## src/rtl/input_debouncer.sv

```systemverilog
`default_nettype none
// ============================================================================
//  Module      : input_debouncer
//  Description : Two-flop synchronizer plus stability-count FSM that turns a
//                bouncing asynchronous input into a clean level with
//                one-cycle rise/fall pulses.
//  Revision    : 1.0  initial release
// ============================================================================

module input_debouncer #(
  parameter int STABLE_CYCLES = 8,
  parameter int CNT_WIDTH     = 4
) (
  input  logic clk,
  input  logic rst,
  input  logic din,
  output logic dout,
  output logic rise,
  output logic fall
);

  localparam logic [CNT_WIDTH-1:0] c_cnt_last = CNT_WIDTH'(STABLE_CYCLES - 1);
  localparam logic [CNT_WIDTH-1:0] c_cnt_one  = CNT_WIDTH'(1);
  localparam logic [CNT_WIDTH-1:0] c_cnt_zero = '0;

  typedef enum logic [1:0] {
    IDLE_LO = 2'd0,
    WAIT_HI = 2'd1,
    IDLE_HI = 2'd2,
    WAIT_LO = 2'd3
  } state_t;

  logic                 r_s1;
  logic                 r_s2;
  state_t               r_state;
  logic [CNT_WIDTH-1:0] r_cnt;
  logic                 r_dout;
  logic                 r_rise;
  logic                 r_fall;

  state_t               w_state_nxt;
  logic [CNT_WIDTH-1:0] w_cnt_nxt;
  logic                 w_dout_nxt;
  logic                 w_rise_nxt;
  logic                 w_fall_nxt;

  // rst is active-low and asynchronous; only r_s2 is safe to use downstream
  always_ff @(posedge clk or negedge rst) begin
    if (!rst) begin
      r_s1 <= 1'b0;
      r_s2 <= 1'b0;
    end else begin
      r_s1 <= din;
      r_s2 <= r_s1;
    end
  end

  always_ff @(posedge clk or negedge rst) begin
    if (!rst) begin
      r_state <= IDLE_LO;
      r_cnt   <= c_cnt_zero;
      r_dout  <= 1'b0;
      r_rise  <= 1'b0;
      r_fall  <= 1'b0;
    end else begin
      r_state <= w_state_nxt;
      r_cnt   <= w_cnt_nxt;
      r_dout  <= w_dout_nxt;
      r_rise  <= w_rise_nxt;
      r_fall  <= w_fall_nxt;
    end
  end

  always_comb begin
    w_state_nxt = r_state;
    w_cnt_nxt   = r_cnt;
    w_dout_nxt  = r_dout;
    w_rise_nxt  = 1'b0;
    w_fall_nxt  = 1'b0;
    unique case (r_state)
      IDLE_LO: begin
        if (r_s2) begin
          w_state_nxt = WAIT_HI;
          w_cnt_nxt   = c_cnt_zero;
        end
      end
      WAIT_HI: begin
        if (!r_s2) begin
          w_state_nxt = IDLE_LO;
          w_cnt_nxt   = c_cnt_zero;
        end else if (r_cnt == c_cnt_last) begin
          w_state_nxt = IDLE_HI;
          w_cnt_nxt   = c_cnt_zero;
          w_dout_nxt  = 1'b1;
          w_rise_nxt  = 1'b1;
        end else begin
          w_cnt_nxt   = r_cnt + c_cnt_one;
        end
      end
      IDLE_HI: begin
        if (!r_s2) begin
          w_state_nxt = WAIT_LO;
          w_cnt_nxt   = c_cnt_zero;
        end
      end
      WAIT_LO: begin
        if (r_s2) begin
          w_state_nxt = IDLE_HI;
          w_cnt_nxt   = c_cnt_zero;
        end else if (r_cnt == c_cnt_last) begin
          w_state_nxt = IDLE_LO;
          w_cnt_nxt   = c_cnt_zero;
          w_dout_nxt  = 1'b0;
          w_fall_nxt  = 1'b1;
        end else begin
          w_cnt_nxt   = r_cnt + c_cnt_one;
        end
      end
      default: begin
        w_state_nxt = IDLE_LO;
        w_cnt_nxt   = c_cnt_zero;
        w_dout_nxt  = 1'b0;
      end
    endcase
  end

  assign dout = r_dout;
  assign rise = r_rise;
  assign fall = r_fall;

endmodule

`default_nettype wire

```

## config.mk

```make
export PLATFORM = sky130hd
export DESIGN_NAME = input_debouncer
export DESIGN_NICKNAME = d
export VERILOG_FILES = /design/src/rtl/input_debouncer.sv
export SDC_FILE = /design/constraint.sdc
export NUM_CORES = 1
export LEC_CHECK = 0
export BUFFER_PORTS_ARGS = -buffer_cell sky130_fd_sc_hd__buf_2
export CAP_MARGIN = 10
export CELL_PAD_IN_SITES_DETAIL_PLACEMENT = 1
export CELL_PAD_IN_SITES_GLOBAL_PLACEMENT = 1
export CORE_AREA = 5 5 42 44
export CTS_CLUSTER_SIZE = 25
export DETAILED_ROUTE_END_ITERATION = 12
export DIE_AREA = 0 0 47 49
export MAX_ROUTING_LAYER = met4
export PLACE_DENSITY_LB_ADDON = 0.05
export SLEW_MARGIN = 20
export SYNTH_ARGS = -nofsm -noshare
export SYNTH_HDL_FRONTEND = slang
export SYNTH_SLANG_ARGS = --single-unit
```

## constraint.sdc

```tcl
create_clock -name clk -period 1.48 [get_ports clk]
set_input_delay 0 -clock clk [delete_from_list [all_inputs] [get_ports clk]]
set_output_delay 0 -clock clk [all_outputs]
set_load 0.01 [all_outputs]
```

==> metrics.txt <==
outcome finished clean; Initial DRT Pass Iterations 1; Synth Net Count 41; area delta synth->final 21.35%; sequential share of the synthesized area 59.46%; DP HPWL approximately 650 um; layout cells sized above 1 24.49%; setup_tns 0 ns; Max-cap violations 0; Worst VDD drop 0.3989 mV; Setup crit end kind flip-flop; relative slew slack between 70 and 80%; Nets 54; Startpoint Class flip-flop; period utilization 92.06%; TritonCTS clock tree built; Die Y ~49 um; average wire per standard cell 13.54 um; Total Power 0.0006444 W; first-pass GRT wire length 1.656 mm; Setup WS pre-CTS 0.1275 ns; Cells after Synth 37; CTS buffer count 3; Pwr Density ~1100 nW/um^2; Worst-Margin Slew 0.3426 ns; synthesized cell area approximately 460 um^2; worst skew pair latency 0.26 ns; Achievable Freq about 730 MHz; total I/O pin count 6; clock sinks 11; gpl congestion 0.7664; vias 331; syn avg cell area 12.51 um^2; fin. max-slew vios 0; fin worst setup slack 0.1176 ns; vias per cell 5.092; synth top area cells dfrtp_1, a31oi_1, a22o_1; full die area between 2000 and 2500 um^2; Setup CP Type reg -> reg; worst path required time 1.62 ns; clk_skew 0.0004893 ns; vias in the first global route 375; CTS root buffer clkbuf_4; pin count of the biggest net entering global routing 12; type of the tightest min-delay check in -> async; YS warnings 0; Yosys top cell area share 59.46%; clock tree buffer depth 2; Port-buffer cells 5; die width about 47 um; crit path DAT 1.50 ns; H-tree depth 1; antenna violations before repair 0; RSZ-0062 raised after global routing false; Worst R2R Start r_cnt[0]; # diodes 0; worst reg2reg path endpoint dout; WL final 880 um; core box area ~1400 um^2; post_cts resized 0; Worst R2R Setup Slack 0.12 ns; Yosys reg bits 11; Std-Cell Rows 14; DRT iter0 DRCs 0; number of remaining DRC errors 0; cell taking the most area after synthesis dfrtp_1; static leakage around 0.25 nW; Reg clk slew, reported paths 0.07 ns; number of nets with antenna violations after routing 0; Hold Fails Final Rpt 0; grt ovf 0; Total GRT Usage 10.16%; Final min period 1.362 ns; synth unique cells 21; CP Max Fanout 4; # setup viols final 0; R2R depth 5; Initial Util 33.04%
-- registers in the layout, summed over array words and instances (netlist names), named ones only --
register  count
r_s1          1
r_state       1
dout          1
rise          1
fall          1
r_cnt         4
r_s2          1
-- layout by cell type, fill, tap and decap left out, drive strengths merged --
cell type | netlist | layout
ha | 1 | 1
nand2 | 2 | 2
nor3b | 1 | 1
a31oi | 3 | 3
buf | 0 | 6
nand4b | 2 | 2
nor3 | 1 | 1
o21ai | 1 | 1
dlygate4sd3 | 0 | 2
inv | 2 | 2
and2 | 2 | 2
xor2 | 1 | 1
a22o | 2 | 2
nor2 | 1 | 1
clkbuf | 0 | 4
mux2 | 1 | 1
or2 | 1 | 1
nor2b | 1 | 1
o211ai | 1 | 1
nand3 | 1 | 1
nand3b | 1 | 1
dfrtp | 11 | 11
nand4 | 1 | 1
-- critical path, cell delays in order (launching register included) --
cell	delay [ns]
dfrtp_1	0.39
ha_1	0.23
nand4b_1	0.24
buf_4	0.22
nand2_1	0.07
nand3b_1	0.09
-- layer usage --
| layer | track usage (%) | routed length (um) |
|---|---|---|
| met2 | 15.84 | 498 |
| met3 | 3.321 | 25 |
| met4 | 4.147 | 6 |
| met5 | - | 0 |
| met1 | 11.64 | 349 |
-- stage by stage --
step           cell area (um^2)  util (%)  instances  hold WS [ns]
2_1_floorplan             462.9         -         37       -0.2956
3_3_place_gp              508.0     36.25         58       -0.1242
3_5_place_dp              508.0     36.25         58       -0.1163
4_1_cts                   554.3     39.55         64        0.1264
5_1_grt                   561.8     40.09         65        0.1476
6_report                  561.8     40.09         65        0.1308
-- where the power goes --
part,internal [W],switching [W]
clock,0.000104,0.0000916
sequential,0.000331,0.0000368
combinational,0.0000407,0.0000404
-- kinds of logic (layout without fill, tap and decap cells) --
logic type                 Yosys count  after routing  share of synthesized area (%)
adders and majority gates            1              1                          2.702
and+or+nand+nor                     14             14                          19.73
AOI/OAI and AO/OA                    7              7                          10.54
muxes                                1              1                          2.432
xor gates and xnor gates             1              1                          3.514
buffers and inverters                2             14                          1.622
DFF                                 11             11                          59.46
-- worst max-delay path by stage --
stage / endpoint / depth (start not counted) / start / slack, ns
4_1_cts: flip-flop / 3 / r_cnt[0] / 0.11
3_3_place_gp: flip-flop / 3 / r_cnt[0] / 0.18
3_5_place_dp: flip-flop / 3 / r_cnt[0] / 0.13
6_report: dout / 5 / r_cnt[0] / 0.12
5_1_grt: dout / 5 / r_cnt[0] / 0.03
2_1_floorplan: flip-flop / 3 / r_cnt[0] / 0.23
-- area by class of cell --
class | count | area [um^2]
Clock buffer | 4 | 26.28
Fill cell | 163 | 839.6
Inverter | 2 | 7.507
Multi-Input combinational cell | 24 | 180.2
Sequential cell | 11 | 275.3
Tap cell | 16 | 20.02
Timing Repair Buffer | 8 | 52.55
-- cells in the mapped netlist --
library cell / number
a22o_1: 2
a31oi_1: 3
and2_1: 1
and2_2: 1
dfrtp_1: 11
ha_1: 1
inv_1: 2
mux2_1: 1
nand2_1: 2
nand3_1: 1
nand3b_1: 1
nand4_1: 1
nand4b_1: 2
nor2_1: 1
nor2b_1: 1
nor3_1: 1
nor3b_2: 1
o211ai_1: 1
o21ai_0: 1
or2_1: 1
xor2_2: 1
-- timing repair --
action	CTS	global route
setup endpoints to repair	0	1
endpoints found under the hold margin	12	0
buffers inserted	0	1
hold buffers	2	0
No activity file was read; power rests on OpenSTA's default activity.
